`src/rtl/axi4opt_reg_slice_if.sv`:
```
// AXI4 bus with the full optional-signal set (ID, USER, LOCK, CACHE, PROT, QOS, REGION).
// The master modport drives AW/W/AR and the B/R ready signals; the slave modport is its mirror.
interface AXI4opt_iface #(
    parameter int ADDR_WIDTH = 16,
    parameter int DATA_WIDTH = 64,
    parameter int ID_WIDTH   = 4,
    parameter int USER_WIDTH = 8
);
    logic [ADDR_WIDTH-1:0]   if_awaddr;
    logic [7:0]              if_awlen;
    logic [2:0]              if_awsize;
    logic [1:0]              if_awburst;
    logic [ID_WIDTH-1:0]     if_awid;
    logic [USER_WIDTH-1:0]   if_awuser;
    logic                    if_awlock;
    logic [3:0]              if_awcache;
    logic [2:0]              if_awprot;
    logic [3:0]              if_awqos;
    logic [3:0]              if_awregion;
    logic                    if_awvalid;
    logic                    if_awready;

    logic [DATA_WIDTH-1:0]   if_wdata;
    logic [DATA_WIDTH/8-1:0] if_wstrb;
    logic                    if_wlast;
    logic [USER_WIDTH-1:0]   if_wuser;
    logic                    if_wvalid;
    logic                    if_wready;

    logic [1:0]              if_bresp;
    logic [ID_WIDTH-1:0]     if_bid;
    logic [USER_WIDTH-1:0]   if_buser;
    logic                    if_bvalid;
    logic                    if_bready;

    logic [ADDR_WIDTH-1:0]   if_araddr;
    logic [7:0]              if_arlen;
    logic [2:0]              if_arsize;
    logic [1:0]              if_arburst;
    logic [ID_WIDTH-1:0]     if_arid;
    logic [USER_WIDTH-1:0]   if_aruser;
    logic                    if_arlock;
    logic [3:0]              if_arcache;
    logic [2:0]              if_arprot;
    logic [3:0]              if_arqos;
    logic [3:0]              if_arregion;
    logic                    if_arvalid;
    logic                    if_arready;

    logic [DATA_WIDTH-1:0]   if_rdata;
    logic [1:0]              if_rresp;
    logic                    if_rlast;
    logic [ID_WIDTH-1:0]     if_rid;
    logic [USER_WIDTH-1:0]   if_ruser;
    logic                    if_rvalid;
    logic                    if_rready;

    modport master (
        output if_awaddr, if_awlen, if_awsize, if_awburst, if_awid, if_awuser,
               if_awlock, if_awcache, if_awprot, if_awqos, if_awregion, if_awvalid,
        input  if_awready,
        output if_wdata, if_wstrb, if_wlast, if_wuser, if_wvalid,
        input  if_wready,
        input  if_bresp, if_bid, if_buser, if_bvalid,
        output if_bready,
        output if_araddr, if_arlen, if_arsize, if_arburst, if_arid, if_aruser,
               if_arlock, if_arcache, if_arprot, if_arqos, if_arregion, if_arvalid,
        input  if_arready,
        input  if_rdata, if_rresp, if_rlast, if_rid, if_ruser, if_rvalid,
        output if_rready
    );

    modport slave (
        input  if_awaddr, if_awlen, if_awsize, if_awburst, if_awid, if_awuser,
               if_awlock, if_awcache, if_awprot, if_awqos, if_awregion, if_awvalid,
        output if_awready,
        input  if_wdata, if_wstrb, if_wlast, if_wuser, if_wvalid,
        output if_wready,
        output if_bresp, if_bid, if_buser, if_bvalid,
        input  if_bready,
        input  if_araddr, if_arlen, if_arsize, if_arburst, if_arid, if_aruser,
               if_arlock, if_arcache, if_arprot, if_arqos, if_arregion, if_arvalid,
        output if_arready,
        output if_rdata, if_rresp, if_rlast, if_rid, if_ruser, if_rvalid,
        input  if_rready
    );
endinterface

```
`src/rtl/axi4opt_reg_slice.sv`:
```
// AXI4 register slice: each of AW, W, B, AR, R is independently bypassed, forward-registered
// or skid-buffered. o_busy flags channels holding a beat, o_idle is their NOR.
module axi4opt_reg_slice #(
    parameter int ADDR_WIDTH = 16,
    parameter int DATA_WIDTH = 64,
    parameter int ID_WIDTH   = 4,
    parameter int USER_WIDTH = 8,
    parameter int AW_MODE    = 2,
    parameter int W_MODE     = 2,
    parameter int B_MODE     = 1,
    parameter int AR_MODE    = 2,
    parameter int R_MODE     = 2
) (
    input  logic         i_clk,
    input  logic         i_rst,
    AXI4opt_iface.slave  s_axi,
    AXI4opt_iface.master m_axi,
    output logic [4:0]   o_busy,
    output logic         o_idle
);
    localparam int STRB_W = DATA_WIDTH / 8;
    localparam int AX_W   = ADDR_WIDTH + ID_WIDTH + USER_WIDTH + 29;
    localparam int W_W    = DATA_WIDTH + STRB_W + 1 + USER_WIDTH;
    localparam int B_W    = 2 + ID_WIDTH + USER_WIDTH;
    localparam int R_W    = DATA_WIDTH + 3 + ID_WIDTH + USER_WIDTH;
    localparam int CH_W    [5] = '{AX_W, W_W, B_W, AX_W, R_W};
    localparam int CH_MODE [5] = '{AW_MODE, W_MODE, B_MODE, AR_MODE, R_MODE};

    logic [4:0] busy;

    if (DATA_WIDTH % 8 != 0) begin : g_bad_width
        $error("axi4opt_reg_slice: DATA_WIDTH must be a multiple of 8");
    end

    for (genvar c = 0; c < 5; c++) begin : g_ch
        localparam int W    = CH_W[c];
        localparam int MODE = CH_MODE[c];
        logic         in_valid, in_ready, out_valid, out_ready;
        logic [W-1:0] in_pl, out_pl;

        // Channel index -> bus wiring; B and R flow from m_axi back to s_axi.
        if (c == 0) begin : g_aw
            assign in_valid         = s_axi.if_awvalid;
            assign s_axi.if_awready = in_ready;
            assign in_pl = {s_axi.if_awaddr, s_axi.if_awlen, s_axi.if_awsize, s_axi.if_awburst,
                            s_axi.if_awid, s_axi.if_awuser, s_axi.if_awlock, s_axi.if_awcache,
                            s_axi.if_awprot, s_axi.if_awqos, s_axi.if_awregion};
            assign m_axi.if_awvalid = out_valid;
            assign out_ready        = m_axi.if_awready;
            assign {m_axi.if_awaddr, m_axi.if_awlen, m_axi.if_awsize, m_axi.if_awburst,
                    m_axi.if_awid, m_axi.if_awuser, m_axi.if_awlock, m_axi.if_awcache,
                    m_axi.if_awprot, m_axi.if_awqos, m_axi.if_awregion} = out_pl;
        end else if (c == 1) begin : g_w
            assign in_valid        = s_axi.if_wvalid;
            assign s_axi.if_wready = in_ready;
            assign in_pl = {s_axi.if_wdata, s_axi.if_wstrb, s_axi.if_wlast, s_axi.if_wuser};
            assign m_axi.if_wvalid = out_valid;
            assign out_ready       = m_axi.if_wready;
            assign {m_axi.if_wdata, m_axi.if_wstrb, m_axi.if_wlast, m_axi.if_wuser} = out_pl;
        end else if (c == 2) begin : g_b
            assign in_valid        = m_axi.if_bvalid;
            assign m_axi.if_bready = in_ready;
            assign in_pl = {m_axi.if_bresp, m_axi.if_bid, m_axi.if_buser};
            assign s_axi.if_bvalid = out_valid;
            assign out_ready       = s_axi.if_bready;
            assign {s_axi.if_bresp, s_axi.if_bid, s_axi.if_buser} = out_pl;
        end else if (c == 3) begin : g_ar
            assign in_valid         = s_axi.if_arvalid;
            assign s_axi.if_arready = in_ready;
            assign in_pl = {s_axi.if_araddr, s_axi.if_arlen, s_axi.if_arsize, s_axi.if_arburst,
                            s_axi.if_arid, s_axi.if_aruser, s_axi.if_arlock, s_axi.if_arcache,
                            s_axi.if_arprot, s_axi.if_arqos, s_axi.if_arregion};
            assign m_axi.if_arvalid = out_valid;
            assign out_ready        = m_axi.if_arready;
            assign {m_axi.if_araddr, m_axi.if_arlen, m_axi.if_arsize, m_axi.if_arburst,
                    m_axi.if_arid, m_axi.if_aruser, m_axi.if_arlock, m_axi.if_arcache,
                    m_axi.if_arprot, m_axi.if_arqos, m_axi.if_arregion} = out_pl;
        end else begin : g_r
            assign in_valid        = m_axi.if_rvalid;
            assign m_axi.if_rready = in_ready;
            assign in_pl = {m_axi.if_rdata, m_axi.if_rresp, m_axi.if_rlast, m_axi.if_rid,
                            m_axi.if_ruser};
            assign s_axi.if_rvalid = out_valid;
            assign out_ready       = s_axi.if_rready;
            assign {s_axi.if_rdata, s_axi.if_rresp, s_axi.if_rlast, s_axi.if_rid,
                    s_axi.if_ruser} = out_pl;
        end

        if (MODE == 0) begin : g_bypass
            assign in_ready  = out_ready;
            assign out_valid = in_valid;
            assign out_pl    = in_pl;
            assign busy[c]   = 1'b0;
        end else if (MODE == 1) begin : g_fwd
            logic         valid_q;
            logic [W-1:0] data_q;

            assign in_ready = !valid_q || out_ready;

            always_ff @(posedge i_clk) begin
                if (i_rst)                      valid_q <= 1'b0;
                else if (in_valid && in_ready)  valid_q <= 1'b1;
                else if (out_ready)             valid_q <= 1'b0;
            end

            always_ff @(posedge i_clk) begin
                if (in_valid && in_ready) data_q <= in_pl;
            end

            assign out_valid = valid_q;
            assign out_pl    = data_q;
            assign busy[c]   = valid_q;
        end else if (MODE == 2) begin : g_skid
            typedef enum logic [1:0] {EMPTY = 2'd0, ONE = 2'd1, FULL = 2'd2} state_e;
            state_e       state_q, state_d;
            logic         ready_q, in_hs, out_hs;
            logic         load_main_d, load_skid_d, skid_to_main_d;
            logic [W-1:0] main_q, skid_q;

            assign in_hs  = in_valid && ready_q;
            assign out_hs = (state_q != EMPTY) && out_ready;

            always_comb begin
                state_d        = state_q;
                load_main_d    = 1'b0;
                load_skid_d    = 1'b0;
                skid_to_main_d = 1'b0;
                case (state_q)
                    EMPTY: if (in_hs) begin
                        state_d     = ONE;
                        load_main_d = 1'b1;
                    end
                    ONE: begin
                        if (in_hs && !out_hs) begin
                            state_d     = FULL;
                            load_skid_d = 1'b1;
                        end else if (!in_hs && out_hs) begin
                            state_d = EMPTY;
                        end else if (in_hs && out_hs) begin
                            load_main_d = 1'b1;
                        end
                    end
                    FULL: if (out_hs) begin
                        state_d        = ONE;
                        skid_to_main_d = 1'b1;
                    end
                    default: state_d = EMPTY;
                endcase
            end

            // Ready is registered from the next state so no combinational path crosses the slice.
            always_ff @(posedge i_clk) begin
                if (i_rst) begin
                    state_q <= EMPTY;
                    ready_q <= 1'b0;
                end else begin
                    state_q <= state_d;
                    ready_q <= (state_d != FULL);
                end
            end

            always_ff @(posedge i_clk) begin
                if (load_main_d)         main_q <= in_pl;
                else if (skid_to_main_d) main_q <= skid_q;
                if (load_skid_d)         skid_q <= in_pl;
            end

            assign in_ready  = ready_q;
            assign out_valid = (state_q != EMPTY);
            assign out_pl    = main_q;
            assign busy[c]   = (state_q != EMPTY);
        end else begin : g_bad_mode
            $error("axi4opt_reg_slice: channel mode must be 0, 1 or 2");
        end
    end

    assign o_busy = busy;
    assign o_idle = (busy == 5'd0);
endmodule

```
`src/flat_wrapper.sv`:
```
// flat-port wrapper written by rule: the top's interface ports become plain ports
module axi4opt_reg_slice_flat 
#(
    parameter int ADDR_WIDTH = 16,
    parameter int DATA_WIDTH = 64,
    parameter int ID_WIDTH   = 4,
    parameter int USER_WIDTH = 8,
    parameter int AW_MODE    = 2,
    parameter int W_MODE     = 2,
    parameter int B_MODE     = 1,
    parameter int AR_MODE    = 2,
    parameter int R_MODE     = 2
)
  (i_clk, i_rst, o_busy, o_idle, s_axi_if_awaddr, s_axi_if_awlen, s_axi_if_awsize, s_axi_if_awburst, s_axi_if_awid, s_axi_if_awuser, s_axi_if_awlock, s_axi_if_awcache, s_axi_if_awprot, s_axi_if_awqos, s_axi_if_awregion, s_axi_if_awvalid, s_axi_if_awready, s_axi_if_wdata, s_axi_if_wstrb, s_axi_if_wlast, s_axi_if_wuser, s_axi_if_wvalid, s_axi_if_wready, s_axi_if_bresp, s_axi_if_bid, s_axi_if_buser, s_axi_if_bvalid, s_axi_if_bready, s_axi_if_araddr, s_axi_if_arlen, s_axi_if_arsize, s_axi_if_arburst, s_axi_if_arid, s_axi_if_aruser, s_axi_if_arlock, s_axi_if_arcache, s_axi_if_arprot, s_axi_if_arqos, s_axi_if_arregion, s_axi_if_arvalid, s_axi_if_arready, s_axi_if_rdata, s_axi_if_rresp, s_axi_if_rlast, s_axi_if_rid, s_axi_if_ruser, s_axi_if_rvalid, s_axi_if_rready, m_axi_if_awaddr, m_axi_if_awlen, m_axi_if_awsize, m_axi_if_awburst, m_axi_if_awid, m_axi_if_awuser, m_axi_if_awlock, m_axi_if_awcache, m_axi_if_awprot, m_axi_if_awqos, m_axi_if_awregion, m_axi_if_awvalid, m_axi_if_awready, m_axi_if_wdata, m_axi_if_wstrb, m_axi_if_wlast, m_axi_if_wuser, m_axi_if_wvalid, m_axi_if_wready, m_axi_if_bresp, m_axi_if_bid, m_axi_if_buser, m_axi_if_bvalid, m_axi_if_bready, m_axi_if_araddr, m_axi_if_arlen, m_axi_if_arsize, m_axi_if_arburst, m_axi_if_arid, m_axi_if_aruser, m_axi_if_arlock, m_axi_if_arcache, m_axi_if_arprot, m_axi_if_arqos, m_axi_if_arregion, m_axi_if_arvalid, m_axi_if_arready, m_axi_if_rdata, m_axi_if_rresp, m_axi_if_rlast, m_axi_if_rid, m_axi_if_ruser, m_axi_if_rvalid, m_axi_if_rready);
  AXI4opt_iface #(.ADDR_WIDTH(ADDR_WIDTH), .DATA_WIDTH(DATA_WIDTH), .ID_WIDTH(ID_WIDTH), .USER_WIDTH(USER_WIDTH)) s_axi_i ();
  AXI4opt_iface #(.ADDR_WIDTH(ADDR_WIDTH), .DATA_WIDTH(DATA_WIDTH), .ID_WIDTH(ID_WIDTH), .USER_WIDTH(USER_WIDTH)) m_axi_i ();
  input  logic i_clk;
  input  logic i_rst;
  output logic [4:0] o_busy;
  output logic o_idle;
  input wire logic [$bits(s_axi_i.if_awaddr)-1:0] s_axi_if_awaddr;
  input wire logic [$bits(s_axi_i.if_awlen)-1:0] s_axi_if_awlen;
  input wire logic [$bits(s_axi_i.if_awsize)-1:0] s_axi_if_awsize;
  input wire logic [$bits(s_axi_i.if_awburst)-1:0] s_axi_if_awburst;
  input wire logic [$bits(s_axi_i.if_awid)-1:0] s_axi_if_awid;
  input wire logic [$bits(s_axi_i.if_awuser)-1:0] s_axi_if_awuser;
  input wire logic [$bits(s_axi_i.if_awlock)-1:0] s_axi_if_awlock;
  input wire logic [$bits(s_axi_i.if_awcache)-1:0] s_axi_if_awcache;
  input wire logic [$bits(s_axi_i.if_awprot)-1:0] s_axi_if_awprot;
  input wire logic [$bits(s_axi_i.if_awqos)-1:0] s_axi_if_awqos;
  input wire logic [$bits(s_axi_i.if_awregion)-1:0] s_axi_if_awregion;
  input wire logic [$bits(s_axi_i.if_awvalid)-1:0] s_axi_if_awvalid;
  output wire logic [$bits(s_axi_i.if_awready)-1:0] s_axi_if_awready;
  input wire logic [$bits(s_axi_i.if_wdata)-1:0] s_axi_if_wdata;
  input wire logic [$bits(s_axi_i.if_wstrb)-1:0] s_axi_if_wstrb;
  input wire logic [$bits(s_axi_i.if_wlast)-1:0] s_axi_if_wlast;
  input wire logic [$bits(s_axi_i.if_wuser)-1:0] s_axi_if_wuser;
  input wire logic [$bits(s_axi_i.if_wvalid)-1:0] s_axi_if_wvalid;
  output wire logic [$bits(s_axi_i.if_wready)-1:0] s_axi_if_wready;
  output wire logic [$bits(s_axi_i.if_bresp)-1:0] s_axi_if_bresp;
  output wire logic [$bits(s_axi_i.if_bid)-1:0] s_axi_if_bid;
  output wire logic [$bits(s_axi_i.if_buser)-1:0] s_axi_if_buser;
  output wire logic [$bits(s_axi_i.if_bvalid)-1:0] s_axi_if_bvalid;
  input wire logic [$bits(s_axi_i.if_bready)-1:0] s_axi_if_bready;
  input wire logic [$bits(s_axi_i.if_araddr)-1:0] s_axi_if_araddr;
  input wire logic [$bits(s_axi_i.if_arlen)-1:0] s_axi_if_arlen;
  input wire logic [$bits(s_axi_i.if_arsize)-1:0] s_axi_if_arsize;
  input wire logic [$bits(s_axi_i.if_arburst)-1:0] s_axi_if_arburst;
  input wire logic [$bits(s_axi_i.if_arid)-1:0] s_axi_if_arid;
  input wire logic [$bits(s_axi_i.if_aruser)-1:0] s_axi_if_aruser;
  input wire logic [$bits(s_axi_i.if_arlock)-1:0] s_axi_if_arlock;
  input wire logic [$bits(s_axi_i.if_arcache)-1:0] s_axi_if_arcache;
  input wire logic [$bits(s_axi_i.if_arprot)-1:0] s_axi_if_arprot;
  input wire logic [$bits(s_axi_i.if_arqos)-1:0] s_axi_if_arqos;
  input wire logic [$bits(s_axi_i.if_arregion)-1:0] s_axi_if_arregion;
  input wire logic [$bits(s_axi_i.if_arvalid)-1:0] s_axi_if_arvalid;
  output wire logic [$bits(s_axi_i.if_arready)-1:0] s_axi_if_arready;
  output wire logic [$bits(s_axi_i.if_rdata)-1:0] s_axi_if_rdata;
  output wire logic [$bits(s_axi_i.if_rresp)-1:0] s_axi_if_rresp;
  output wire logic [$bits(s_axi_i.if_rlast)-1:0] s_axi_if_rlast;
  output wire logic [$bits(s_axi_i.if_rid)-1:0] s_axi_if_rid;
  output wire logic [$bits(s_axi_i.if_ruser)-1:0] s_axi_if_ruser;
  output wire logic [$bits(s_axi_i.if_rvalid)-1:0] s_axi_if_rvalid;
  input wire logic [$bits(s_axi_i.if_rready)-1:0] s_axi_if_rready;
  output wire logic [$bits(m_axi_i.if_awaddr)-1:0] m_axi_if_awaddr;
  output wire logic [$bits(m_axi_i.if_awlen)-1:0] m_axi_if_awlen;
  output wire logic [$bits(m_axi_i.if_awsize)-1:0] m_axi_if_awsize;
  output wire logic [$bits(m_axi_i.if_awburst)-1:0] m_axi_if_awburst;
  output wire logic [$bits(m_axi_i.if_awid)-1:0] m_axi_if_awid;
  output wire logic [$bits(m_axi_i.if_awuser)-1:0] m_axi_if_awuser;
  output wire logic [$bits(m_axi_i.if_awlock)-1:0] m_axi_if_awlock;
  output wire logic [$bits(m_axi_i.if_awcache)-1:0] m_axi_if_awcache;
  output wire logic [$bits(m_axi_i.if_awprot)-1:0] m_axi_if_awprot;
  output wire logic [$bits(m_axi_i.if_awqos)-1:0] m_axi_if_awqos;
  output wire logic [$bits(m_axi_i.if_awregion)-1:0] m_axi_if_awregion;
  output wire logic [$bits(m_axi_i.if_awvalid)-1:0] m_axi_if_awvalid;
  input wire logic [$bits(m_axi_i.if_awready)-1:0] m_axi_if_awready;
  output wire logic [$bits(m_axi_i.if_wdata)-1:0] m_axi_if_wdata;
  output wire logic [$bits(m_axi_i.if_wstrb)-1:0] m_axi_if_wstrb;
  output wire logic [$bits(m_axi_i.if_wlast)-1:0] m_axi_if_wlast;
  output wire logic [$bits(m_axi_i.if_wuser)-1:0] m_axi_if_wuser;
  output wire logic [$bits(m_axi_i.if_wvalid)-1:0] m_axi_if_wvalid;
  input wire logic [$bits(m_axi_i.if_wready)-1:0] m_axi_if_wready;
  input wire logic [$bits(m_axi_i.if_bresp)-1:0] m_axi_if_bresp;
  input wire logic [$bits(m_axi_i.if_bid)-1:0] m_axi_if_bid;
  input wire logic [$bits(m_axi_i.if_buser)-1:0] m_axi_if_buser;
  input wire logic [$bits(m_axi_i.if_bvalid)-1:0] m_axi_if_bvalid;
  output wire logic [$bits(m_axi_i.if_bready)-1:0] m_axi_if_bready;
  output wire logic [$bits(m_axi_i.if_araddr)-1:0] m_axi_if_araddr;
  output wire logic [$bits(m_axi_i.if_arlen)-1:0] m_axi_if_arlen;
  output wire logic [$bits(m_axi_i.if_arsize)-1:0] m_axi_if_arsize;
  output wire logic [$bits(m_axi_i.if_arburst)-1:0] m_axi_if_arburst;
  output wire logic [$bits(m_axi_i.if_arid)-1:0] m_axi_if_arid;
  output wire logic [$bits(m_axi_i.if_aruser)-1:0] m_axi_if_aruser;
  output wire logic [$bits(m_axi_i.if_arlock)-1:0] m_axi_if_arlock;
  output wire logic [$bits(m_axi_i.if_arcache)-1:0] m_axi_if_arcache;
  output wire logic [$bits(m_axi_i.if_arprot)-1:0] m_axi_if_arprot;
  output wire logic [$bits(m_axi_i.if_arqos)-1:0] m_axi_if_arqos;
  output wire logic [$bits(m_axi_i.if_arregion)-1:0] m_axi_if_arregion;
  output wire logic [$bits(m_axi_i.if_arvalid)-1:0] m_axi_if_arvalid;
  input wire logic [$bits(m_axi_i.if_arready)-1:0] m_axi_if_arready;
  input wire logic [$bits(m_axi_i.if_rdata)-1:0] m_axi_if_rdata;
  input wire logic [$bits(m_axi_i.if_rresp)-1:0] m_axi_if_rresp;
  input wire logic [$bits(m_axi_i.if_rlast)-1:0] m_axi_if_rlast;
  input wire logic [$bits(m_axi_i.if_rid)-1:0] m_axi_if_rid;
  input wire logic [$bits(m_axi_i.if_ruser)-1:0] m_axi_if_ruser;
  input wire logic [$bits(m_axi_i.if_rvalid)-1:0] m_axi_if_rvalid;
  output wire logic [$bits(m_axi_i.if_rready)-1:0] m_axi_if_rready;
  assign s_axi_i.if_awaddr = s_axi_if_awaddr;
  assign s_axi_i.if_awlen = s_axi_if_awlen;
  assign s_axi_i.if_awsize = s_axi_if_awsize;
  assign s_axi_i.if_awburst = s_axi_if_awburst;
  assign s_axi_i.if_awid = s_axi_if_awid;
  assign s_axi_i.if_awuser = s_axi_if_awuser;
  assign s_axi_i.if_awlock = s_axi_if_awlock;
  assign s_axi_i.if_awcache = s_axi_if_awcache;
  assign s_axi_i.if_awprot = s_axi_if_awprot;
  assign s_axi_i.if_awqos = s_axi_if_awqos;
  assign s_axi_i.if_awregion = s_axi_if_awregion;
  assign s_axi_i.if_awvalid = s_axi_if_awvalid;
  assign s_axi_if_awready = s_axi_i.if_awready;
  assign s_axi_i.if_wdata = s_axi_if_wdata;
  assign s_axi_i.if_wstrb = s_axi_if_wstrb;
  assign s_axi_i.if_wlast = s_axi_if_wlast;
  assign s_axi_i.if_wuser = s_axi_if_wuser;
  assign s_axi_i.if_wvalid = s_axi_if_wvalid;
  assign s_axi_if_wready = s_axi_i.if_wready;
  assign s_axi_if_bresp = s_axi_i.if_bresp;
  assign s_axi_if_bid = s_axi_i.if_bid;
  assign s_axi_if_buser = s_axi_i.if_buser;
  assign s_axi_if_bvalid = s_axi_i.if_bvalid;
  assign s_axi_i.if_bready = s_axi_if_bready;
  assign s_axi_i.if_araddr = s_axi_if_araddr;
  assign s_axi_i.if_arlen = s_axi_if_arlen;
  assign s_axi_i.if_arsize = s_axi_if_arsize;
  assign s_axi_i.if_arburst = s_axi_if_arburst;
  assign s_axi_i.if_arid = s_axi_if_arid;
  assign s_axi_i.if_aruser = s_axi_if_aruser;
  assign s_axi_i.if_arlock = s_axi_if_arlock;
  assign s_axi_i.if_arcache = s_axi_if_arcache;
  assign s_axi_i.if_arprot = s_axi_if_arprot;
  assign s_axi_i.if_arqos = s_axi_if_arqos;
  assign s_axi_i.if_arregion = s_axi_if_arregion;
  assign s_axi_i.if_arvalid = s_axi_if_arvalid;
  assign s_axi_if_arready = s_axi_i.if_arready;
  assign s_axi_if_rdata = s_axi_i.if_rdata;
  assign s_axi_if_rresp = s_axi_i.if_rresp;
  assign s_axi_if_rlast = s_axi_i.if_rlast;
  assign s_axi_if_rid = s_axi_i.if_rid;
  assign s_axi_if_ruser = s_axi_i.if_ruser;
  assign s_axi_if_rvalid = s_axi_i.if_rvalid;
  assign s_axi_i.if_rready = s_axi_if_rready;
  assign m_axi_if_awaddr = m_axi_i.if_awaddr;
  assign m_axi_if_awlen = m_axi_i.if_awlen;
  assign m_axi_if_awsize = m_axi_i.if_awsize;
  assign m_axi_if_awburst = m_axi_i.if_awburst;
  assign m_axi_if_awid = m_axi_i.if_awid;
  assign m_axi_if_awuser = m_axi_i.if_awuser;
  assign m_axi_if_awlock = m_axi_i.if_awlock;
  assign m_axi_if_awcache = m_axi_i.if_awcache;
  assign m_axi_if_awprot = m_axi_i.if_awprot;
  assign m_axi_if_awqos = m_axi_i.if_awqos;
  assign m_axi_if_awregion = m_axi_i.if_awregion;
  assign m_axi_if_awvalid = m_axi_i.if_awvalid;
  assign m_axi_i.if_awready = m_axi_if_awready;
  assign m_axi_if_wdata = m_axi_i.if_wdata;
  assign m_axi_if_wstrb = m_axi_i.if_wstrb;
  assign m_axi_if_wlast = m_axi_i.if_wlast;
  assign m_axi_if_wuser = m_axi_i.if_wuser;
  assign m_axi_if_wvalid = m_axi_i.if_wvalid;
  assign m_axi_i.if_wready = m_axi_if_wready;
  assign m_axi_i.if_bresp = m_axi_if_bresp;
  assign m_axi_i.if_bid = m_axi_if_bid;
  assign m_axi_i.if_buser = m_axi_if_buser;
  assign m_axi_i.if_bvalid = m_axi_if_bvalid;
  assign m_axi_if_bready = m_axi_i.if_bready;
  assign m_axi_if_araddr = m_axi_i.if_araddr;
  assign m_axi_if_arlen = m_axi_i.if_arlen;
  assign m_axi_if_arsize = m_axi_i.if_arsize;
  assign m_axi_if_arburst = m_axi_i.if_arburst;
  assign m_axi_if_arid = m_axi_i.if_arid;
  assign m_axi_if_aruser = m_axi_i.if_aruser;
  assign m_axi_if_arlock = m_axi_i.if_arlock;
  assign m_axi_if_arcache = m_axi_i.if_arcache;
  assign m_axi_if_arprot = m_axi_i.if_arprot;
  assign m_axi_if_arqos = m_axi_i.if_arqos;
  assign m_axi_if_arregion = m_axi_i.if_arregion;
  assign m_axi_if_arvalid = m_axi_i.if_arvalid;
  assign m_axi_i.if_arready = m_axi_if_arready;
  assign m_axi_i.if_rdata = m_axi_if_rdata;
  assign m_axi_i.if_rresp = m_axi_if_rresp;
  assign m_axi_i.if_rlast = m_axi_if_rlast;
  assign m_axi_i.if_rid = m_axi_if_rid;
  assign m_axi_i.if_ruser = m_axi_if_ruser;
  assign m_axi_i.if_rvalid = m_axi_if_rvalid;
  assign m_axi_if_rready = m_axi_i.if_rready;
  axi4opt_reg_slice #(.ADDR_WIDTH(ADDR_WIDTH), .DATA_WIDTH(DATA_WIDTH), .ID_WIDTH(ID_WIDTH), .USER_WIDTH(USER_WIDTH), .AW_MODE(AW_MODE), .W_MODE(W_MODE), .B_MODE(B_MODE), .AR_MODE(AR_MODE), .R_MODE(R_MODE)) u_core (.i_clk(i_clk), .i_rst(i_rst), .s_axi(s_axi_i), .m_axi(m_axi_i), .o_busy(o_busy), .o_idle(o_idle));
endmodule
```
`config.mk`:
```
export PLATFORM = sky130hd
export DESIGN_NAME = axi4opt_reg_slice_flat
export DESIGN_NICKNAME = d
export VERILOG_FILES = /design/src/rtl/axi4opt_reg_slice_if.sv /design/src/rtl/axi4opt_reg_slice.sv /design/src/flat_wrapper.sv
export SDC_FILE = /design/constraint.sdc
export NUM_CORES = 1
export LEC_CHECK = 0
export BUFFER_PORTS_ARGS = -buffer_cell sky130_fd_sc_hd__buf_4
export CAP_MARGIN = 20
export CORE_ASPECT_RATIO = 0.7
export CORE_UTILIZATION = 27
export DETAILED_ROUTE_END_ITERATION = 7
export GPL_TIMING_DRIVEN = 0
export PLACE_DENSITY = 0.56
export SLEW_MARGIN = 0
export SYNTH_ARGS = -nofsm -noshare
export SYNTH_HDL_FRONTEND = slang
export SYNTH_SLANG_ARGS = --single-unit
```
`constraint.sdc`:
```
create_clock -name i_clk -period 16.4 [get_ports i_clk]
set_clock_uncertainty 0.1 [all_clocks]
set_input_delay 3.28 -clock i_clk [delete_from_list [all_inputs] [get_ports i_clk]]
set_output_delay 3.28 -clock i_clk [all_outputs]
set_load 0.03 [all_outputs]
```
* Yosys cells after proc, flatten, opt, wreduce, memory -nomap -nowiden
Cells that the tools add are included.
Storage, ports and cells: bits in registers 575, input port bits 300, output and inout port bits 304, word-level logic and storage cells 141
Operators by class: eq/ne operators 12, muxes and demuxes 66, reduce and logical (&&, ||, !) cells 45
Operators with widths (number):
- $mux 57 | 4
- $mux 81 | 2
- $mux 79 | 2
- $mux 1 | 34
- $mux 2 | 16
- $pmux 2 s3 | 4
- $logic_and 1x1->1 | 21
- $reduce_bool 2->1 | 9
- $logic_not 1->1 | 9
- $eq 2x1->1 const B | 4
- $eq 2x2->1 const B | 4
- $logic_not 2->1 | 4
- $ne 2x2->1 const B | 4
- $pmux 1 s2 | 4
- $logic_not 5->1 | 1
- $logic_or 1x1->1 | 1

* Depth between registers and ports, before layout
depth after elaboration 8, gate-level depth with buffers 5, depth with buffers taken out 3

* Least setup slack after synthesis
Ideal clock, no wire load.
kind input to register, start in m_axi_if_rvalid, end reg u_core.g_ch[4].g_skid.skid_q[0] (enable), library setup time 634 ps, arrival 9275 ps, data required time 15666 ps, setup slack 6392 ps, stages 2, path buffers 0, path through nand3b_1 > nor3b_1
On the way: word-level cells in the longest chain between the ends 4
Ends and longest elaborated chain:
- start, declared | line flat_wrapper.sv:107 | input wire logic [$bits(m_axi_i.if_rvalid)-1:0] m_axi_if_rvalid;
- $logic_and 1x1->1 | line axi4opt_reg_slice.sv:120 | assign in_hs = in_valid && ready_q;
- $logic_and 1x1->1 | line axi4opt_reg_slice.sv:134 | if (in_hs && !out_hs) begin
- $mux 1 | line axi4opt_reg_slice.sv:134
- $mux 1 | line axi4opt_reg_slice.sv:128 | case (state_q)
- net u_core.g_ch[4].g_skid.load_skid_d | line axi4opt_reg_slice.sv:117 | logic load_main_d, load_skid_d, skid_to_main_d;
- end signal, assigned | line axi4opt_reg_slice.sv:165 | if (load_skid_d) skid_q <= in_pl;
- end, declared | line axi4opt_reg_slice.sv:118 | logic [W-1:0] main_q, skid_q;
The timed path passes the listed nets, and every way through them passes these cells. A chain may end at the register's enable or synchronous reset.

* Worst setup path after layout
start in s_axi_if_bready, end out m_axi_if_bready
On the way: word-level cells in the longest chain between the ends 1
Ends and longest elaborated chain:
- start, declared | line flat_wrapper.sv:44 | input wire logic [$bits(s_axi_i.if_bready)-1:0] s_axi_if_bready;
- $logic_or 1x1->1 | line axi4opt_reg_slice.sv:98 | assign in_ready = !valid_q || out_ready;
- end, declared | line flat_wrapper.sv:88 | output wire logic [$bits(m_axi_i.if_bready)-1:0] m_axi_if_bready;
No other way between the ends.

==> results.toml <==
[timing]
setup_viol = 0
setup_ws_ps = 9240
fin_tns_setup_ps = 0
rsz0062_at_grt = "no"
maxSlewHeadroom_pct = 34.0
period_minus_slack_ps = 7160
finalHoldViolCount = 0
period_share_pct = 43.7
max_freq_mhz = 140
tightest_slew_ps = 990
final_max_slew_viol_count = 0

[clock_tree]
clock_latency_ps = 620
cts_root_buf = "clkbuf_16"
htreeDepth = 2
cts-hold-fix-buffers = 0
path_clk_slew_ps = 60
ctsResizeCount = 0
tritoncts = "done"
clockBufferDepth = 3
cts.sinks = 575
cts_buffers = 58
cts_setup_buffers = 0

[power_and_ir_drop]
ir_drop_mv = 0.0733
power.leakage_nw = 10.7
power.density_mw_per_mm2 = 113

[place]
placed_area_mm2 = 0.0274
io_buffers = 603
dp.cells = 2635
gp_congestion = 0.775
place_ws_ps = 9220
dp_hpwl_um = 41900

[worst_setup_path]
cp_slowest_cell = "buf_4"
critical-path-top-delay-family = "buffers and inverters"
crit_required_ps = 13020
path_cells = "buf_4, nand2b_1, buf_4"
slowest_delay_ps = 210
arrival_ps = 3780
cp_max_fo = 3
r2r_slack_ps = 13740
critPathMostFrequentCell = "buf_4"
worst-path-buf-inv = 2
critPathCaptureType = "primary output"
startpoint_type = "input pin"
crit_type = "in2out"

[layout]
drive_above_1_share_pct = 59.4
area_growth_syn_to_layout_pct = 39.2
finalNonFillerCells = 2745
fillers = 7208
nNetsFinal = 1951
postLayoutCoreUtil_pct = 38.0
design_area_mm2 = 0.0293

[yosys]
yosys-top-cells-area = "edfxtp_1 (80%), mux2_2 (12%), mux2_1 (2.4%)"
synth.avg_cell_area_um2 = 22.0
synth_ff_type = "edfxtp_1"
syn_area_mm2 = 0.0210
async_flop_share_pct = 0
netlist_top_cells_count = "edfxtp_1 (562), mux2_2 (229), mux2_1 (45)"
ys_types = 35
ys_seq_elements = 575
synth.most_common_cell = "edfxtp_1"
synth_edf_count = 562
synth_cells = 954
synth_top_area_cell = "edfxtp_1"
synth_seq_area_share_pct = 81.5
syn_nets = 1254
yosys_warnings = 0
synth_top_area_share_pct = 80.2

[global_routing]
overflow = 0
grt_pass1_wl_um = 81600
grt_max_degree = 69
antenna_found_initial = 7
grt_util_all_layers_pct = 13.8
grt_pass1_vias = 12100

[detailed_routing]
via_per_inst = 4.20
drcViolationCount = 0
ant_nets = 0
vias = 11500
drt-wirelength-per-cell_um = 20.3
dr.first_iter.drc_count = 548
wirelength_um = 55700
drtPass1Iterations = 4

[worst_hold_path]
min_path_type = "reg2reg"

[floorplanning]
core_area_mm2 = 0.0770
die_h_um = 236
ios = 604
core.rowCount = 85
dieArea_mm2 = 0.0790
die_x_um = 336
initial_core_util_pct = 27.3

[status]
status = "complete, no violations"

[run]
drv_cap = 0
-- sequential cells by signal (all words and copies together), names as in the netlist, 8 cells and up --
register                    flops
u_core.g_ch.g_skid.main_q     274
u_core.g_ch.g_skid.skid_q     274
u_core.g_ch.g_skid.state_q      8
u_core.g_ch.g_fwd.data_q       14
-- cell type report --
cell class	count	area, µm²	share of cell area, %
clock buffers	62	1470	5.01
repair buffers	637	4970	17.0
flip-flops and latches	575	17100	58.5
multi-input cells	336	3580	12.2
inverters	8	30.0	0.103
plain buffers	35	345	1.18
clock inverters	46	433	1.48
diodes	2	5.00	0.0171
well taps	1044	1310	4.46
-- path summary, 6_finish.rpt --
| path | to | cells past startpoint | from |
|---|---|---|---|
| setup / recovery | m_axi_if_bready | 3 | s_axi_if_bready |
| hold / removal | u_core.g_ch[0].g_skid.main_q[49] | 1 | u_core.g_ch[0].g_skid.skid_q[49] |
| setup reg to reg | u_core.g_ch[1].g_skid.skid_q[31] | 8 | u_core.g_ch[1].g_skid.state_q[0] |
| hold reg to reg | u_core.g_ch[0].g_skid.main_q[49] | 1 | u_core.g_ch[0].g_skid.skid_q[49] |
-- metal layers --
| layer | share of wire, % | wire length, µm | track usage, % |
|---|---|---|---|
| met5 | 0.020 | 11 | 0 |
| met4 | 2.1 | 1170 | 3.90 |
| met3 | 8.1 | 4510 | 4.47 |
| met2 | 48 | 26800 | 22.3 |
| met1 | 42 | 23300 | 17.8 |
-- layout by cell type (no fill, tap or decap), types with 5 or more instances in the layout --
master / netlist / routed
buf_4: 11 / 617
buf_6: 23 / 46
bufinv_16: 0 / 6
clkbuf_1: 1 / 5
clkbuf_16: 0 / 58
clkinv_1: 0 / 12
clkinv_2: 0 / 13
clkinvlp_4: 0 / 6
dfxtp_1: 13 / 13
edfxtp_1: 562 / 562
inv_1: 8 / 8
mux2_1: 45 / 45
mux2_2: 229 / 229
nand2_1: 6 / 6
nand2b_1: 5 / 5
-- report_power, final --
| group | internal [mW] | total (mW) | switching, mW |
|---|---|---|---|
| logic | 0.141 | 0.316 | 0.174 |
| registers | 1.66 | 1.68 | 0.0142 |
| clock network | 0.747 | 1.33 | 0.581 |
| total | 2.55 | 3.32 | 0.770 |
-- cell families (layout without fill, tap and decap cells) --
| kind of cell | after synthesis | count (layout) | synth area share (%) |
|---|---|---|---|
| flip-flops | 575 | 575 | 81.5 |
| multiplexers | 274 | 274 | 14.7 |
| AND/OR/NAND/NOR | 45 | 45 | 1.48 |
| buffers and inverters | 43 | 788 | 1.78 |
| AO/OA/AOI/OAI | 17 | 17 | 0.583 |
| other | 0 | 2 | 0 |
-- through the flow --
| step | total power, mW | hold slack [ps] |
|---|---|---|
| 4_1_cts | 3.38 | 429 |
| 6_report | 3.32 | 426 |
| 5_1_grt | 3.44 | 442 |
| 3_5_place_dp | 2.03 | 413 |
| 3_3_place_gp | 2.02 | 407 |
| 2_1_floorplan | 1.87 | 401 |
Power figures use the tool's default switching activity.
